`config.mk`:
```
export PLATFORM = sky130hd
export DESIGN_NAME = wash_phase_sequencer
export DESIGN_NICKNAME = d
export VERILOG_FILES = /design/src/rtl/wash_phase_sequencer.sv
export SDC_FILE = /design/constraint.sdc
export NUM_CORES = 1
export LEC_CHECK = 0
export CORE_MARGIN = 1
export CORE_UTILIZATION = 45
export CTS_CLUSTER_DIAMETER = 80
export DETAILED_ROUTE_END_ITERATION = 10
export PLACE_DENSITY = 0.64
export SLEW_MARGIN = 25
export SYNTH_ARGS = -nofsm -noshare
export SYNTH_HDL_FRONTEND = slang
export SYNTH_SLANG_ARGS = --single-unit
export TNS_END_PERCENT = 20
```
`constraint.sdc`:
```
create_clock -name sysclk -period 2.7 [get_ports sysclk]
set_clock_uncertainty 0.05 [all_clocks]
set_input_delay 0.675 -clock sysclk [delete_from_list [all_inputs] [get_ports sysclk]]
set_output_delay 0.675 -clock sysclk [all_outputs]
set_load 0.01 [all_outputs]
```
`src/rtl/wash_phase_sequencer.sv`:
```
`default_nettype none
// ============================================================================
// Module      : wash_phase_sequencer
// Description : Sequences one wash cycle (FILL, WASH, RINSE, DRAIN, SPIN,
//               DONE) on a tick timebase, with pause, abort and periodic
//               motor reversal. Drives PWM duty/direction, valve and pump.
// Revision    : 1.0 - initial release
// ============================================================================
module wash_phase_sequencer #(
   parameter int TW        = 16,
   parameter int FILL_T    = 100,
   parameter int WASH_T    = 300,
   parameter int RINSE_T   = 200,
   parameter int DRAIN_T   = 100,
   parameter int SPIN_T    = 150,
   parameter int REV_T     = 50,
   parameter int WASH_DUTY = 128,
   parameter int SPIN_DUTY = 230
) (
   input  logic       sysclk,
   input  logic       rst_n,
   input  logic       i_tick,
   input  logic       i_start,
   input  logic       i_pause,
   input  logic       i_abort,
   output logic [2:0] o_phase,
   output logic [7:0] o_duty,
   output logic       o_dir,
   output logic       o_valve,
   output logic       o_pump,
   output logic       o_busy,
   output logic       o_done
);

   localparam logic [2:0] ST_IDLE  = 3'd0;
   localparam logic [2:0] ST_FILL  = 3'd1;
   localparam logic [2:0] ST_WASH  = 3'd2;
   localparam logic [2:0] ST_RINSE = 3'd3;
   localparam logic [2:0] ST_DRAIN = 3'd4;
   localparam logic [2:0] ST_SPIN  = 3'd5;
   localparam logic [2:0] ST_DONE  = 3'd6;

   // Terminal timer value for a duration; a duration of 0 behaves like 1.
   function automatic logic [TW-1:0] last_of(input int dur);
      if (dur <= 1) return '0;
      return TW'(dur - 1);
   endfunction

   localparam logic [TW-1:0] FILL_LAST  = last_of(FILL_T);
   localparam logic [TW-1:0] WASH_LAST  = last_of(WASH_T);
   localparam logic [TW-1:0] RINSE_LAST = last_of(RINSE_T);
   localparam logic [TW-1:0] DRAIN_LAST = last_of(DRAIN_T);
   localparam logic [TW-1:0] SPIN_LAST  = last_of(SPIN_T);
   localparam logic [TW-1:0] REV_LAST   = last_of(REV_T);
   localparam logic [7:0]    WASH_PWM   = 8'(WASH_DUTY);
   localparam logic [7:0]    SPIN_PWM   = 8'(SPIN_DUTY);

   logic [2:0]    state, state_nx;
   logic [TW-1:0] phase_tmr, phase_tmr_nx;
   logic [TW-1:0] rev_tmr, rev_tmr_nx;
   logic          dir, dir_nx;
   logic          coast, coast_nx;
   logic          abort_flag, abort_flag_nx;

   logic [TW-1:0] phase_last;
   logic          counted;
   logic          active;

   logic [7:0]    duty_nx;
   logic          dir_out_nx;
   logic          valve_nx;
   logic          pump_nx;
   logic          busy_nx;
   logic          done_nx;

   // State, timers, flags and the registered outputs.
   always_ff @(posedge sysclk or negedge rst_n) begin
      if (!rst_n) begin
         state      <= ST_IDLE;
         phase_tmr  <= '0;
         rev_tmr    <= '0;
         dir        <= 1'b0;
         coast      <= 1'b0;
         abort_flag <= 1'b0;
         o_phase    <= 3'd0;
         o_duty     <= 8'd0;
         o_dir      <= 1'b0;
         o_valve    <= 1'b0;
         o_pump     <= 1'b0;
         o_busy     <= 1'b0;
         o_done     <= 1'b0;
      end else begin
         state      <= state_nx;
         phase_tmr  <= phase_tmr_nx;
         rev_tmr    <= rev_tmr_nx;
         dir        <= dir_nx;
         coast      <= coast_nx;
         abort_flag <= abort_flag_nx;
         o_phase    <= state_nx;
         o_duty     <= duty_nx;
         o_dir      <= dir_out_nx;
         o_valve    <= valve_nx;
         o_pump     <= pump_nx;
         o_busy     <= busy_nx;
         o_done     <= done_nx;
      end
   end

   // Next state: abort first, then start/exit handling, then tick-driven timing.
   always_comb begin
      state_nx      = state;
      phase_tmr_nx  = phase_tmr;
      rev_tmr_nx    = rev_tmr;
      dir_nx        = dir;
      coast_nx      = coast;
      abort_flag_nx = abort_flag;
      counted       = i_tick && !i_pause;
      active        = (state != ST_IDLE) && (state != ST_DONE) && (state <= ST_DONE);

      case (state)
         ST_FILL:  phase_last = FILL_LAST;
         ST_WASH:  phase_last = WASH_LAST;
         ST_RINSE: phase_last = RINSE_LAST;
         ST_DRAIN: phase_last = DRAIN_LAST;
         ST_SPIN:  phase_last = SPIN_LAST;
         default:  phase_last = '0;
      endcase

      if (i_abort && active) begin
         // Safe termination: (re)start DRAIN and remember not to spin afterwards.
         state_nx      = ST_DRAIN;
         phase_tmr_nx  = '0;
         rev_tmr_nx    = '0;
         dir_nx        = 1'b0;
         coast_nx      = 1'b0;
         abort_flag_nx = 1'b1;
      end else begin
         case (state)
            ST_IDLE: begin
               if (i_start) begin
                  state_nx      = ST_FILL;
                  phase_tmr_nx  = '0;
                  rev_tmr_nx    = '0;
                  dir_nx        = 1'b0;
                  coast_nx      = 1'b0;
                  abort_flag_nx = 1'b0;
               end
            end
            ST_DONE: begin
               // Wait for start to fall so a held start cannot retrigger.
               if (!i_start) state_nx = ST_IDLE;
            end
            ST_FILL, ST_WASH, ST_RINSE, ST_DRAIN, ST_SPIN: begin
               if (counted) begin
                  if (phase_tmr == phase_last) begin
                     // Phase entry clears everything, overriding the increment.
                     phase_tmr_nx = '0;
                     rev_tmr_nx   = '0;
                     dir_nx       = 1'b0;
                     coast_nx     = 1'b0;
                     case (state)
                        ST_FILL:  state_nx = ST_WASH;
                        ST_WASH:  state_nx = ST_RINSE;
                        ST_RINSE: state_nx = ST_DRAIN;
                        ST_DRAIN: begin
                           if (abort_flag) begin
                              state_nx      = ST_IDLE;
                              abort_flag_nx = 1'b0;
                           end else begin
                              state_nx = ST_SPIN;
                           end
                        end
                        default:  state_nx = ST_DONE;
                     endcase
                  end else begin
                     phase_tmr_nx = phase_tmr + TW'(1);
                     if ((state == ST_WASH) || (state == ST_RINSE)) begin
                        if (rev_tmr == REV_LAST) begin
                           rev_tmr_nx = '0;
                           dir_nx     = ~dir;
                           coast_nx   = 1'b1;
                        end else begin
                           rev_tmr_nx = rev_tmr + TW'(1);
                           coast_nx   = 1'b0;
                        end
                     end
                  end
               end
            end
            default: begin
               state_nx      = ST_IDLE;
               phase_tmr_nx  = '0;
               rev_tmr_nx    = '0;
               dir_nx        = 1'b0;
               coast_nx      = 1'b0;
               abort_flag_nx = 1'b0;
            end
         endcase
      end
   end

   // Output decode from the upcoming state and flags; pause silences actuators.
   always_comb begin
      duty_nx    = 8'd0;
      dir_out_nx = 1'b0;
      valve_nx   = 1'b0;
      pump_nx    = 1'b0;
      busy_nx    = (state_nx != ST_IDLE) && (state_nx != ST_DONE);
      done_nx    = (state_nx == ST_DONE) && (state != ST_DONE);
      case (state_nx)
         ST_FILL:  valve_nx = 1'b1;
         ST_WASH, ST_RINSE: begin
            duty_nx    = coast_nx ? 8'd0 : WASH_PWM;
            dir_out_nx = dir_nx;
         end
         ST_DRAIN: pump_nx = 1'b1;
         ST_SPIN: begin
            duty_nx = SPIN_PWM;
            pump_nx = 1'b1;
         end
         default: begin
            duty_nx = 8'd0;
         end
      endcase
      if (i_pause) begin
         duty_nx  = 8'd0;
         valve_nx = 1'b0;
         pump_nx  = 1'b0;
      end
   end

endmodule
`default_nettype wire

```
### After elaboration in Yosys (flattened, before gate mapping)

Cells that the tools add are included.

| storage, ports and cells | value |
|---|---|
| register bits after elaboration | 51 |
| latch bits | 0 |
| RAM bits | 0 |
| memory bits (read-only) | 0 |
| input port bits | 6 |
| memories | 0 |

| cells by class | value |
|---|---|
| $add $sub $neg | 2 |
| multipliers | 0 |
| div/mod/pow operators | 0 |
| magnitude comparators | 1 |
| equality and inequality tests | 22 |
| shift operators | 0 |
| multiplexer cells | 48 |
| bitwise gates (word level) | 1 |
| reduce and logical (&&, ||, !) cells | 18 |

Operators by type and width:

| cell | number |
|---|---|
| $mux W16 | 9 |
| $pmux W16 S3 | 2 |
| $pmux W9 S4 | 1 |
| $add A16 B1 Y16 const B | 2 |
| $mux W1 | 22 |
| $eq A3 B3 Y1 const B | 6 |
| $mux W3 | 6 |
| $ne A3 B3 Y1 const B | 6 |
| $eq A16 B16 Y1 | 1 |
| $eq A16 B6 Y1 const B | 1 |
| $mux W8 | 2 |
| $pmux W8 S2 | 1 |
| $eq A3 B2 Y1 const B | 4 |
| $pmux W3 S4 | 1 |
| $pmux W1 S3 | 3 |
| $pmux W3 S3 | 1 |
| $eq A3 B1 Y1 const B | 2 |
| $logic_and A1 B1 Y1 | 6 |
| $reduce_bool A3 Y1 | 2 |
| $reduce_or A2 Y1 | 3 |
| $reduce_and A5 Y1 | 1 |
| $reduce_or A5 Y1 | 1 |
| $ne A4 B4 Y1 const B | 1 |
| $reduce_and A4 Y1 | 1 |
| 7 further kinds | 7 |

### Logic depth before layout (Yosys ltp)

Gate-level depths: netlist of run 1.

| logic depth | value |
|---|---|
| depth in word-level cells | 12 |
| mapped depth | 10 |

### Worst setup path after synthesis of run 1

Ideal clock, no wire load.

| timing | value |
|---|---|
| path kind | register to register |
| from | register state[1] |
| to | register rev_tmr[14] |
| arrival time | 2.550 ns |
| data required time | 2.526 ns |
| slack | -0.024 ns |
| stages on the path, launching flop included | 10 |
| path buffers | 2 |
| path through | dfrtp_1 -> buf_2 -> or2_2 -> xnor2_1 -> o221a_2 -> or4_4 -> and3b_4 -> buf_6 -> and3_1 -> a211o_1 |

| on the way | value |
|---|---|
| cells in the longest elaborated chain, start to end | 8 |

RTL lines:

| element | line | text |
|---|---|---|
| from (decl) | 58 | `logic [2:0] state, state_nx;` |
| from (signal assigned) | 93 | `state <= state_nx;` |
| $eq A3 B1 Y1 / $eq A3 B3 Y1 (equally long branches) | 120, 138 |  |
| $reduce_or A2 Y1 (no source line) | - |  |
| $pmux W9 S4 | 120 | `case (state)` |
| $eq A16 B16 Y1 | 155 | `if (phase_tmr == phase_last) begin` |
| $mux W16 | 155 |  |
| $mux W16 | 154 | `if (counted) begin` |
| $pmux W16 S3 | 138 | `case (state)` |
| $mux W16 | 129 | `if (i_abort && active) begin` |
| to (signal assigned) | 95 | `rev_tmr <= rev_tmr_nx;` |
| to (decl) | 60 | `logic [TW-1:0] rev_tmr, rev_tmr_nx;` |

Parallel ways exist; a longest one is shown, timed or not. The select of a mux whose other input is x is not followed.
A chain may end at the register's enable or synchronous reset.

### Final worst setup path of run 1

| timing | value |
|---|---|
| from | register phase_tmr[9] |
| to | register rev_tmr[14] |

| on the way | value |
|---|---|
| cells in the longest elaborated chain, start to end | 5 |

RTL lines:

| element | line | text |
|---|---|---|
| from (decl) | 59 | `logic [TW-1:0] phase_tmr, phase_tmr_nx;` |
| from (signal assigned) | 94 | `phase_tmr <= phase_tmr_nx;` |
| $eq A16 B16 Y1 * | 155 |  |
| $mux W16 | 155 |  |
| $mux W16 | 154 |  |
| $pmux W16 S3 | 138 |  |
| $mux W16 | 129 |  |

Mark *: on every way between the ends. The rest lies on a longest branch, timed or not. The select of a mux whose other input is x is not followed.

==> impl_metrics.tcl, run 1 <==
set metrics [dict create \
    crit_path_max_fanout 5 \
    finalMaxSlewViolations 0 \
    p_leak_nw 1.48 \
    yosys_warnings 0 \
    die_area_mm2 0.00646 \
    fillers 546 \
    grt_usage_pct 21.2 \
    finalCritPeriodShare_pct 98.7 \
    hold_viol 0 \
    fmax_ghz 0.375 \
    grt_pass1_vias 2263 \
    sw_frac_of_total_pct 24.2 \
    power_density_mw_per_mm2 364 \
    synth-edff-count 0 \
    slew_headroom_pct 61.9 \
    drc 0 \
    syn_area_mm2 0.00277 \
    clk_pin_slew_worst_paths_ps 90 \
    seqPwrFrac_pct 56.0 \
    tns_ps 0 \
    vias 2430 \
    pwr-share-clk_pct 34.3 \
    critPathKind "reg2reg" \
    fp.coreArea_mm2 0.00592 \
    comb_power_share_pct 9.6 \
    clock_path_buffers 2 \
    wirelength_um 6330 \
    syn_area_per_cell_um2 8.98 \
    synth_area_leader_cell "dfrtp_1" \
    tightestPinTransition_ps 572 \
    die_y_um 80.4 \
    dp.cells 420 \
    period_needed_ps 2660 \
    ios 22 \
    clock-sinks 45 \
    rows 28 \
    n_antenna_cell 0 \
    overflow 0 \
    htreeDepth 2 \
    place.gp.congestion 0.836 \
    ctsHoldBuffers 0 \
    drtPass1Iterations 4 \
    port_buffers 18 \
    post_route_cells_drive_above_1_share_pct 20.2 \
    nNetsFinal 366 \
    required_ps 2830 \
    avgRoutedWirePerCell_um 14.6 \
    synthTopCellsByCount "dfrtp_1, nor2_1, nand2_1" \
    syn_inst 308 \
    reg2regPathDepth 8 \
    p_sw_mw 0.299 \
    chipWidth_um 80.4 \
    status "finished clean" \
    clock-root-buffer "clkbuf_8" \
    hpwl_um 4240 \
    synth-seq-area-share_pct 40.7 \
    max-cap-violations 0 \
    vdd_ir_drop_max_uv 195 \
    tritoncts "done" \
    start_util_pct 46.7 \
    insertion_delay_ps 300 \
    start_kind "flip-flop" \
    viasPerCell 5.63 \
    synth.distinct_cells 59 \
    finalNonFillerCells 432 \
    grt_max_degree 46 \
    worstPathArrival_ps 2800 \
    area_growth_pct 22.9 \
    antenna_found_initial 0 \
    rsz0062_at_grt "yes" \
    synth_area_leaders "dfrtp_1, nor2_1, nand2_1" \
    cts_inserted_buffers 5 \
    finalSetupViolations 0 \
    synth_top_cell_area_share_pct 40.7 \
    hp-class "in2async" \
    drt-initial-drc-count 164 \
    p_int_mw 0.936 \
    synth.most_common_cell "dfrtp_1" \
    ys_seq_elements 45 \
    grt_pass1_wl_um 10600 \
    ys.flop_type "dfrtp_1" \
    end_kind "flip-flop" \
    fin_hold_ws_ps 402 \
    ys_async_sr_fraction_pct 100 \
    ant_nets 0 \
]
## per-stage QoR
step	instance area, um^2	worst slack (ps)	power, mW	util (%)
after global placement	3210	-178	0.821	54.3
after detailed placement	3210	-170	0.822	54.3
after CTS	3300	-2.85	1.25	55.8
final	3400	35.6	1.24	57.4
after floorplan	2780	67.9	0.765	-
after global routing	3400	-89.8	1.29	57.4
## sequential cells by signal (all words and copies together), names as in the netlist
register	count
o_busy	1
o_done	1
o_pump	1
state	3
coast	1
o_duty	2
dir	1
rev_tmr	16
o_dir	1
o_valve	1
abort_flag	1
phase_tmr	16
## logic make-up (layout without fill, tap and decap cells)
logic type	after synthesis	in the layout	synth area share (%)
buffers and inverters	27	73	5.20
AND/OR/NAND/NOR	148	149	30.5
AO/OA/AOI/OAI	67	67	16.6
adder cells (fa/ha/maj)	3	3	1.36
multiplexers	2	2	0.724
flip-flops	45	45	40.7
other	1	3	0.136
XOR/XNOR	15	15	4.75
## placed cells by master, fill, tap and decap left out, types with 3 or more instances in the layout
cell type,instances
ha_1,3
o21a_1,4
nand2b_1,7
nor3b_1,3
or2b_1,5
buf_4,38
nand4_1,7
nor2_1,32
xnor2_1,7
xor2_1,8
conb_1,3
or2_2,3
a31oi_1,10
nor2b_1,3
dfrtp_1,43
o21ai_0,11
nor3_1,13
or3_1,9
and3_1,12
clkdlybuf4s50_1,17
a21oi_1,13
clkbuf_8,6
o22ai_1,3
nand2_1,24
nand3_1,8
inv_1,8
## critical path: stages, from the launching register on
cell and delay (ps):
dfrtp_1 390, or4_4 550, nor4_4 180, o221ai_2 180, or4_4 570, a21oi_4 160
nor2_1 50, buf_4 140, a211o_1 280
## power by group through the flow
| stage | combinational (mW) | clock (mW) | sequential [mW] |
|---|---|---|---|
| 3_5_place_dp | 0.116 | 0 | 0.705 |
| 5_1_grt | 0.133 | 0.466 | 0.694 |
| 3_3_place_gp | 0.116 | 0 | 0.706 |
| 2_1_floorplan | 0.0620 | 0 | 0.703 |
| 6_report | 0.119 | 0.424 | 0.692 |
| 4_1_cts | 0.117 | 0.437 | 0.692 |
## cell type report
cell class                      instances  area, um^2  area share (%)
Inverter                                8        30.0           0.884
Tap cell                               75        93.8            2.76
Clock buffer                            7        86.3            2.54
Timing Repair Buffer                   58         492            14.5
Sequential cell                        45        1130            33.2
Multi-Input combinational cell        239        1570            46.1
## routing by layer
metal / up-vias / share of wire (%) / wire (um) / track usage, %
li1: 1215 / - / - / -
met1: 1147 / 48 / 3050 / 28.6
met2: 59 / 46 / 2930 / 33.6
met3: 9 / 3.6 / 227 / 3.52
met4: 0 / 1.8 / 114 / 8.39
met5: - / 0 / 0 / 0
## path summary, 6_finish.rpt
check | from | endpoint | slack, ps
max | phase_tmr[9] | rev_tmr[14] | 40
min | rst_n | abort_flag | 400
max reg2reg | phase_tmr[9] | rev_tmr[14] | 40
min reg2reg | rev_tmr[4] | rev_tmr[4] | 460
max in group asynchronous | rst_n | state[1] | 1780
min in group sysclk | rev_tmr[4] | rev_tmr[4] | 460
## what timing repair did
| action | CTS | global route |
|---|---|---|
| pin swaps | 0 | 2 |
| setup endpoints to repair | 2 | 25 |
| hold endpoints to repair | 0 | 0 |
| buffers inserted | 0 | 4 |
| cloned | 0 | 1 |
| resized for setup | 1 | 14 |
(Power assumes the default switching activity.)
==> inputs of run 2 (changes only) <==
CORE_ASPECT_RATIO = 1.4   (was unset)
GPL_TIMING_DRIVEN = 0   (was unset)
==> run 2 against run 1 <==
  * The run now ends with setup timing left
  * Utilization up 2.0 points
  * Global-route usage rose by 0.32 points
  * Hold slack got worse by 150 ps
  * Total power is 14% higher
  * Non-clock buffer count decreased by 3
  * Sequential share of layout area down 1.1 points
  * Sequential cell count unchanged
  * First-iteration DRC count is 5.5% higher
  * Sequential power barely moved
  * Final area up 3.2%
==> impl_metrics.tcl, run 2 (same netlist as run 1, synthesis figures left out) <==
set metrics [dict create \
    drt-initial-drc-count 173 \
    met3_usage_pct 3.38 \
    seqCellArea_mm2 0.00113 \
    fmax_ghz 0.364 \
    die_area_mm2 0.00647 \
    p_leak_nw 1.49 \
    nNetsFinal 362 \
    violations "setup timing" \
    required_ps 2840 \
    period_needed_ps 2750 \
    fp.coreArea_mm2 0.00590 \
    post_route_cells_drive_above_1_share_pct 21.8 \
    pre_cts_ws_ps -861 \
    htreeDepth 2 \
    use_met1_pct 27.3 \
    slew_headroom_pct 65.9 \
    end_kind "flip-flop" \
    cp_common_cell "or4_4" \
    start_kind "flip-flop" \
    max-cap-violations 0 \
    wirelength_um 6460 \
    finalSetupViolations 3 \
    hp-class "in2async" \
    start_util_pct 46.8 \
    port_buffers 18 \
    dp.cells 399 \
    clock_path_buffers 2 \
    hold_viol 0 \
    vdd_ir_drop_max_uv 237 \
    die_y_um 94.8 \
    clock-sinks 45 \
    worst_slack_ps -45.2 \
    multi_input_area_mm2 0.00166 \
    ios 22 \
    n_antenna_cell 0 \
    crit_family "simple AND/OR/NAND/NOR gates" \
    fillers 502 \
    cts_inserted_buffers 5 \
    grt_usage_pct 21.5 \
    met2_usage_pct 36.4 \
    drc 0 \
    tightestPinTransition_ps 510 \
    layout_commonest_cell "dfrtp_1" \
    place.gp.congestion 0.808 \
    rsz0062_at_grt "yes" \
    top_usage_layer "met2" \
    reg_top3 "phase_tmr x16, rev_tmr x16, state x3" \
    grt_pass1_vias 2291 \
    insertion_delay_ps 290 \
    viasPerCell 5.71 \
    critPathKind "reg2reg" \
    finalCritPeriodShare_pct 102 \
    finalMaxSlewViolations 0 \
    grt_pass1_wl_um 10500 \
    most-common-layout-cells "dfrtp_1, nor2_1, buf_4" \
    finalNonFillerCells 424 \
    crit_path_max_fanout 9 \
    vias 2423 \
    chipWidth_um 68.3 \
    antenna_found_initial 0 \
    avgRoutedWirePerCell_um 15.2 \
    clock-root-buffer "clkbuf_8" \
    hpwl_um 4410 \
    grt_max_degree 30 \
    power_density_mw_per_mm2 403 \
    max_stage_delay_ps 570 \
    tritoncts "done" \
    drtPass1Iterations 4 \
    stdcell_area_mm2 0.00350 \
    status "finished with violations" \
    overflow 0 \
    ant_nets 0 \
    cp_num_buf_inv 1 \
    crit_path_top_delay_cell "or4_4" \
    crit_chain "or4_4, nor4_4, o221ai_4, or4_4, and3b_4, buf_8, and3_1, a211o_1" \
    place_area_mm2 0.00306 \
    clk_pin_slew_worst_paths_ps 80 \
    worstPathArrival_ps 2880 \
    area_growth_pct 26.7 \
    rows 33 \
]
run 2: layout make-up:
class | count | share of cell area, %
multi-input combinational | 238 | 47.3
sequential | 45 | 32.2
timing repair buffer | 36 | 9.21
buffer | 19 | 4.11
tap | 70 | 2.50
clock buffer | 5 | 1.96
clock inverter | 3 | 1.86
inverter | 8 | 0.857
run 2: power by group:
part	internal, mW	switching [mW]	leakage (nW)
logic	0.0523	0.0716	0.815
registers	0.682	0.0106	0.610
clock network	0.367	0.227	0.0681
run 2: what timing repair did:
item,4_1_cts,5_1_grt
pin swaps,4,2
gates resized for setup,13,28
hold buffers,0,0
setup endpoints to repair,34,39
buffers inserted,10,7
run 2: routing by layer:
metal / up-vias / wire length [um]
met4: 0 / 64
met2: 48 / 3380
li1: 1206 / -
met5: - / 0
met3: 6 / 149
met1: 1163 / 2860
run 2: worst paths after layout:
check	startpoint	endpoint	cells after the start	slack (ps)
max in group asynchronous	rst_n	abort_flag	2	1850
min	rst_n	o_busy	1	250
max	phase_tmr[9]	rev_tmr[9]	8	-50
min in group sysclk	rev_tmr[15]	rev_tmr[15]	1	480
min reg2reg	rev_tmr[15]	rev_tmr[15]	1	480
max reg2reg	phase_tmr[9]	rev_tmr[9]	8	-50
run 2: stage by stage:
step / utilization, % / setup TNS (ps) / hold slack (ps) / power [mW]
6_report: 59.4 / -107 / 251 / 1.41
5_1_grt: 59.4 / -1570 / 274 / 1.47
4_1_cts: 56.6 / -537 / 250 / 1.42
3_5_place_dp: 51.9 / -21370 / 460 / 0.810
3_3_place_gp: 51.6 / -35900 / 457 / 0.806
2_1_floorplan: - / 0 / 329 / 0.765
